## config.mk

```make
export PLATFORM = sky130hd
export DESIGN_NAME = div_hilo_ctrl
export DESIGN_NICKNAME = d
export VERILOG_FILES = /design/src/rtl/div_pkg.sv /design/src/rtl/div_hilo_ctrl_cond_negate.sv /design/src/rtl/div_hilo_ctrl.sv
export SDC_FILE = /design/constraint.sdc
export NUM_CORES = 1
export LEC_CHECK = 0
export BUFFER_PORTS_ARGS = -buffer_cell sky130_fd_sc_hd__buf_4
export CORE_ASPECT_RATIO = 1.5
export CORE_MARGIN = 5
export CORE_UTILIZATION = 25
export DETAILED_ROUTE_END_ITERATION = 8
export PLACE_DENSITY = 0.46
export SLEW_MARGIN = 20
export SYNTH_ARGS = -nofsm -noshare
export SYNTH_HDL_FRONTEND = slang
export SYNTH_SLANG_ARGS = --single-unit
```

## constraint.sdc

```tcl
create_clock -name clock -period 2.28 [get_ports clock]
set_input_delay 0.228 -clock clock [delete_from_list [all_inputs] [get_ports clock]]
set_output_delay 0.228 -clock clock [all_outputs]
set_load 0.01 [all_outputs]
```

## src/rtl/div_pkg.sv

```systemverilog
// ============================================================================
// div_pkg : shared types and constants for the HI/LO divide controller
// Rev 1.0 : initial release
// ============================================================================
`default_nettype none

package div_pkg;

  typedef enum logic [0:0] {
    ST_IDLE = 1'b0,
    ST_WAIT = 1'b1
  } state_t;

  localparam int DIV_WIDTH = 32;

  // LO value committed when the divisor is zero
  localparam logic [DIV_WIDTH-1:0] DIV0_QUOTIENT = '1;

endpackage

`default_nettype wire

```

## src/rtl/div_hilo_ctrl_cond_negate.sv

```systemverilog
// ============================================================================
// cond_negate : combinational conditional two's-complement negation
// Rev 1.0 : initial release
// ============================================================================
`default_nettype none

module cond_negate #(
  parameter int WIDTH = 32
) (
  input  logic [WIDTH-1:0] in,
  input  logic             neg,
  output logic [WIDTH-1:0] out
);

  assign out = neg ? -in : in;

endmodule

`default_nettype wire

```

## src/rtl/div_hilo_ctrl.sv

```systemverilog
// ============================================================================
// div_hilo_ctrl : DIV/DIVU sequencing, sign handling and HI/LO commit
// Rev 1.0 : initial release
// ============================================================================
`default_nettype none

module div_hilo_ctrl
  import div_pkg::*;
#(
  parameter int WIDTH         = DIV_WIDTH,
  parameter int SETTLE_CYCLES = 4
) (
  input  logic               clock,
  input  logic               clear,
  input  logic               start,
  input  logic               is_signed,
  input  logic [WIDTH-1:0]   dividend,
  input  logic [WIDTH-1:0]   divisor,
  output logic [WIDTH-1:0]   div_a,
  output logic [WIDTH-1:0]   div_b,
  input  logic [2*WIDTH-1:0] div_result,
  input  logic [WIDTH-1:0]   hi_in,
  input  logic [WIDTH-1:0]   lo_in,
  input  logic               hi_we,
  input  logic               lo_we,
  output logic               busy,
  output logic               done,
  output logic               div_by_zero,
  output logic [WIDTH-1:0]   hi,
  output logic [WIDTH-1:0]   lo
);

  localparam int CNT_W = (SETTLE_CYCLES > 1) ? $clog2(SETTLE_CYCLES) : 1;
  localparam logic [CNT_W-1:0] c_cnt_load = CNT_W'(SETTLE_CYCLES - 1);

  state_t r_state;
  state_t w_state_nxt;
  logic   w_accept;
  logic   w_commit;

  logic [CNT_W-1:0] r_cnt;
  logic [WIDTH-1:0] r_div_a;
  logic [WIDTH-1:0] r_div_b;
  logic [WIDTH-1:0] r_dividend_raw;
  logic             r_neg_q;
  logic             r_neg_r;
  logic             r_zero;
  logic             r_done;
  logic             r_dbz;
  logic [WIDTH-1:0] r_hi;
  logic [WIDTH-1:0] r_lo;

  logic             w_sa;
  logic             w_sb;
  logic             w_divisor_zero;
  logic [WIDTH-1:0] w_a_mag;
  logic [WIDTH-1:0] w_b_mag;
  logic [WIDTH-1:0] w_quot_fix;
  logic [WIDTH-1:0] w_rem_fix;

  assign w_sa           = is_signed & dividend[WIDTH-1];
  assign w_sb           = is_signed & divisor[WIDTH-1];
  assign w_divisor_zero = (divisor == '0);

  cond_negate #(.WIDTH(WIDTH)) u_neg_a (.in(dividend), .neg(w_sa), .out(w_a_mag));
  cond_negate #(.WIDTH(WIDTH)) u_neg_b (.in(divisor),  .neg(w_sb), .out(w_b_mag));

  cond_negate #(.WIDTH(WIDTH)) u_fix_q (
    .in  (div_result[WIDTH-1:0]),
    .neg (r_neg_q),
    .out (w_quot_fix)
  );
  cond_negate #(.WIDTH(WIDTH)) u_fix_r (
    .in  (div_result[2*WIDTH-1:WIDTH]),
    .neg (r_neg_r),
    .out (w_rem_fix)
  );

  always_ff @(posedge clock or negedge clear) begin
    if (!clear) begin
      r_state <= ST_IDLE;
    end else begin
      r_state <= w_state_nxt;
    end
  end

  always_comb begin
    w_state_nxt = r_state;
    w_accept    = 1'b0;
    w_commit    = 1'b0;
    case (r_state)
      ST_IDLE: begin
        if (start) begin
          w_accept    = 1'b1;
          w_state_nxt = ST_WAIT;
        end
      end
      ST_WAIT: begin
        if (r_cnt == '0) begin
          w_commit    = 1'b1;
          w_state_nxt = ST_IDLE;
        end
      end
      default: w_state_nxt = ST_IDLE;
    endcase
  end

  // Operand capture and settle counter; div_a/div_b hold their value in IDLE
  always_ff @(posedge clock or negedge clear) begin
    if (!clear) begin
      r_cnt          <= '0;
      r_div_a        <= '0;
      r_div_b        <= '0;
      r_dividend_raw <= '0;
      r_neg_q        <= 1'b0;
      r_neg_r        <= 1'b0;
      r_zero         <= 1'b0;
    end else if (w_accept) begin
      r_cnt          <= w_divisor_zero ? '0 : c_cnt_load;
      r_div_a        <= w_a_mag;
      r_div_b        <= w_b_mag;
      r_dividend_raw <= dividend;
      r_neg_q        <= w_sa ^ w_sb;
      r_neg_r        <= w_sa;
      r_zero         <= w_divisor_zero;
    end else if (r_state == ST_WAIT && r_cnt != '0) begin
      r_cnt <= r_cnt - 1'b1;
    end
  end

  always_ff @(posedge clock or negedge clear) begin
    if (!clear) begin
      r_hi   <= '0;
      r_lo   <= '0;
      r_done <= 1'b0;
      r_dbz  <= 1'b0;
    end else begin
      r_done <= w_commit;
      if (w_accept) begin
        r_dbz <= 1'b0;
      end
      if (w_commit) begin
        if (r_zero) begin
          r_hi  <= r_dividend_raw;
          r_lo  <= {WIDTH{DIV0_QUOTIENT[0]}};
          r_dbz <= 1'b1;
        end else begin
          r_hi <= w_rem_fix;
          r_lo <= w_quot_fix;
        end
      end else if (r_state == ST_IDLE) begin
        if (hi_we) r_hi <= hi_in;
        if (lo_we) r_lo <= lo_in;
      end
    end
  end

  assign div_a       = r_div_a;
  assign div_b       = r_div_b;
  assign busy        = (r_state != ST_IDLE);
  assign done        = r_done;
  assign div_by_zero = r_dbz;
  assign hi          = r_hi;
  assign lo          = r_lo;

endmodule

`default_nettype wire

```

==> summary.txt <==
Clock tree
  • TritonCTS clock tree: done
  • Clock sinks: 167
  • Clock Path Buffers: 2
  • Post-CTS Setup Bufs: 0
  • H-tree levels: 4
  • Clock root cell: clkbuf_16
  • Clk_lat worst skew: 0.45 ns
  • CTS Buf Count: 17
  • Clk slew on worst S/H paths: 0.07 ns

Global route
  • First-pass GRT wire length: approximately 59000 microns
  • Total gr overflow: 0
  • Initial antenna violation count: 3
  • Vias in the first global route: between 10000 and 15000
  • GRT Total Usage: 17.6%
  • Largest net degree at the start of global routing: 60

Yosys
  • Ys async rst share: 100%
  • Synth Flop Type: dfrtp_1
  • EDFF count, synth: 0
  • Synth area leaders: dfrtp_1 43%, nand2_1 8.6%, xor2_1 6.3%, o21ai_0 5.2%, xnor2_1 3.9%
  • Synth unique cells: 58
  • Post-Synth Simple-Gate Area: ~19%
  • Largest family of logic cells by synthesized area: compound AO/OA/AOI/OAI gates
  • Mux contribution to synthesized area: approximately 1.6%
  • Register area share after synthesis: between 40% and 50%
  • Area leader, netlist: dfrtp_1
  • Ys Warns: 0
  • #FFs+latches synth: 167
  • Complex-gate fraction of the synthesized area: a little over a fifth
  • Synth top area share: around 43%
  • Mean Syn Cell Area: approximately 8.7 sq um
  • Syn Nets: 1331
  • Adder-cell share of the synthesized area: less than 1%
  • Syn Std Cell Area: 0.00977 sq mm
  • Gate Count Post-Synth: 1128
  • Xor and xnor area share after synthesis: 10.1%

Setup path
  • CP endpoint kind: register
  • Critical path arrival: 2.47 ns
  • RR Startpoint: r_cnt[0]
  • Reg2reg end: hi[31]
  • Worst reg-to-reg path cell count: 10
  • Worst Path Max Fanout: 6
  • CP Depth: 7
  • Reg2reg setup slack: 0.24 ns
  • CP endpoint: div_a[28]
  • CP Buf/Inv Count: 2
  • Worst path cell trace: dlygate4sd3_1 > buf_4 > or4_1 > or3_1 > o31ai_1 > xor2_1 > o21ai_0
  • Top delay family on crit path: simple AND/OR/NAND/NOR gates
  • Critical path class: in -> reg
  • Slowest cell on crit path: or4_1
  • CP required: 2.61 ns
  • Critical Path Max Stage Delay: 0.66 ns
  • Element type at the critical path start: input pin
  • Worst Setup SP: dividend[24]

Min path
  • Hold path start: dividend[16]
  • Hold Crit Class: in -> reg

Timing
  • Slew Limit Headroom: 65.0%
  • Fin. Hold Viols: 0
  • Setup Total Neg Slack: 0 ns
  • Fmax: 467 MHz
  • Tmin final: 2.14 ns
  • Slew Viols, Final: 0
  • RSZ-0062 raised after global routing: no
  • Tcrit/Tclk final: ~94%
  • Slew @ Worst Pin: 0.520 ns
  • Layout Skew: 0.0116 ns
  • Final setup vio count: 0

Cells and area
  • Area Growth Syn to Fin: 42.2%
  • Most frequent cells in the layout: 376 x buf_4, 223 x nand2_1, 167 x dfrtp_1, 100 x o21ai_0, 70 x xor2_1
  • Most common cell after layout, fill and taps aside: buf_4
  • Fin cells: 1982
  • Post-layout util: 36.0%
  • Layout Nets: between 1500 and 2000
  • Fill cells: 4056
  • Layout cells sized above 1: 30.4%

Floorplanning
  • FP Rows: 88
  • Die Y: between 200 and 300 microns
  • I/O Pins: 329
  • Initial Util: 25.3%
  • CORE AREA: 0.0385 sq mm
  • Die area: about 0.043 sq mm
  • Die W: 171 microns

Placed design
  • Placed insts: 1932
  • Port Buf Inserts: about 330
  • Placer congestion estimate: 0.841
  • Post-detail-place hpwl: 30000 microns

Power and ir drop
  • Sw Ratio: roughly two fifths
  • Power Density: 1140 mW/mm^2
  • Max IR drop VDD: about 0.40 mV
  • Internal: 9.59 mW
  • Switching component of the power: roughly 6.2 mW
  • Overall power: 15.8 mW
  • Clock share of power: 19.8%
  • Leakage: 6.14 nW
  • Share of power burned in registers: 33.9%
  • Gate power share: around 46%

Status
  • Status: complete, no violations

Drt
  • Post-route ant nets: 0
  • Post-route DRC: 0
  • Final wirelength: 38500 microns
  • Drt via density: about 4.9
  • DR pass1 iterations: 5
  • Detailed Route Iter0 Violations: between 400 and 500
  • Via count: a little under 10000
  • WL/cell: 19.4 microns

Flow run
  • Max_cap viols: 0
per-stage QoR:
| stage | setup WS, ns | instance area [sq um] | hold WS, ns |
|---|---|---|---|
| final | 0.140 | 13900 | 0.0251 |
| after global routing | 0.0403 | 13900 | 0.0162 |
| after floorplan | 0.247 | 9770 | -0.0676 |
| after global placement | -0.00456 | 13100 | 0.242 |
| after detailed placement | 0.00835 | 13100 | 0.243 |
| after CTS | 0.161 | 13900 | 0.00192 |
layer usage:
| metal | part of all wire [%] | GRT usage (%) |
|---|---|---|
| met1 | 40 | 21.2 |
| met2 | 50 | 30.2 |
| met5 | 0.12 | 0 |
| met3 | 7.5 | 5.04 |
| met4 | 2.4 | 5.59 |
power by group through the flow:
stage	Clock, mW	Sequential [mW]	Combinational [mW]
2_1_floorplan	0	5.65	3.38
3_3_place_gp	0	5.40	7.37
3_5_place_dp	0	5.43	7.43
4_1_cts	3.24	5.39	7.48
5_1_grt	3.36	5.55	8.16
6_report	3.13	5.37	7.33
worst reg2reg max path, delay by kind of cell (launching register included):
| family | cells | cell delay, ns |
|---|---|---|
| flops | 1 | 0.41 |
| compound gates | 2 | 0.24 |
| buf+inv | 4 | 0.53 |
| simple gates | 3 | 0.53 |
| fa+ha+maj | 1 | 0.26 |
Yosys cell counts, drive strengths merged (4+ instances only):
cell type / number
xor2: 70
nor3: 20
xnor2: 43
inv: 24
o32ai: 17
nand3: 8
o41ai: 22
o21ai: 108
nor4: 15
a221oi: 4
o21a: 5
clkbuf: 62
or2: 5
dfrtp: 167
or3: 23
o31ai: 32
a21o: 4
a41oi: 5
nand4: 6
a31oi: 30
nand2: 223
o22ai: 19
mux2: 6
nor2: 56
nor3b: 5
a21oi: 61
mux2i: 9
a211oi: 6
nand2b: 9
or4: 21
buf: 14
ha: 5
worst min-delay path by stage:
stage	endpoint	slack [ns]	depth (start not counted)
4_1_cts	r_dividend_raw[22]	0.002	3
3_5_place_dp	div_a[4]	0.24	1
2_1_floorplan	busy	-0.07	0
5_1_grt	r_dividend_raw[16]	0.02	3
6_report	r_dividend_raw[16]	0.03	3
3_3_place_gp	div_b[25]	0.24	1
logic make-up after synthesis:
family | after synthesis
and+or+nand+nor | 403
AOI/OAI and AO/OA | 323
DFF | 167
xor gates and xnor gates | 113
buffers and inverters | 102
muxes | 15
adders and majority gates | 5
what timing repair did:
item / CTS / global route
gates resized for setup: 0 / 1
hold buffers: 17 / 0
setup endpoints to repair: 0 / 1
hold endpoints to repair: 61 / 0
cell type report:
class                           count  area, sq um  area share (%)
Multi-Input combinational cell    859         5210            37.5
Inverter                           26         97.6           0.703
Sequential cell                   167         4180            30.1
Antenna cell                        1         2.50          0.0180
Clock inverter                     13          166            1.20
Tap cell                          495          619            4.46
Clock buffer                       19          453            3.26
Timing Repair Buffer              402         3160            22.7
registers in the layout, indices dropped and copies added (netlist names), 2 cells and up:
register and cells:
div_b 32, div_a 32, r_dividend_raw 31, r_cnt 2, lo 32, hi 32
(Power assumes the default switching activity.)
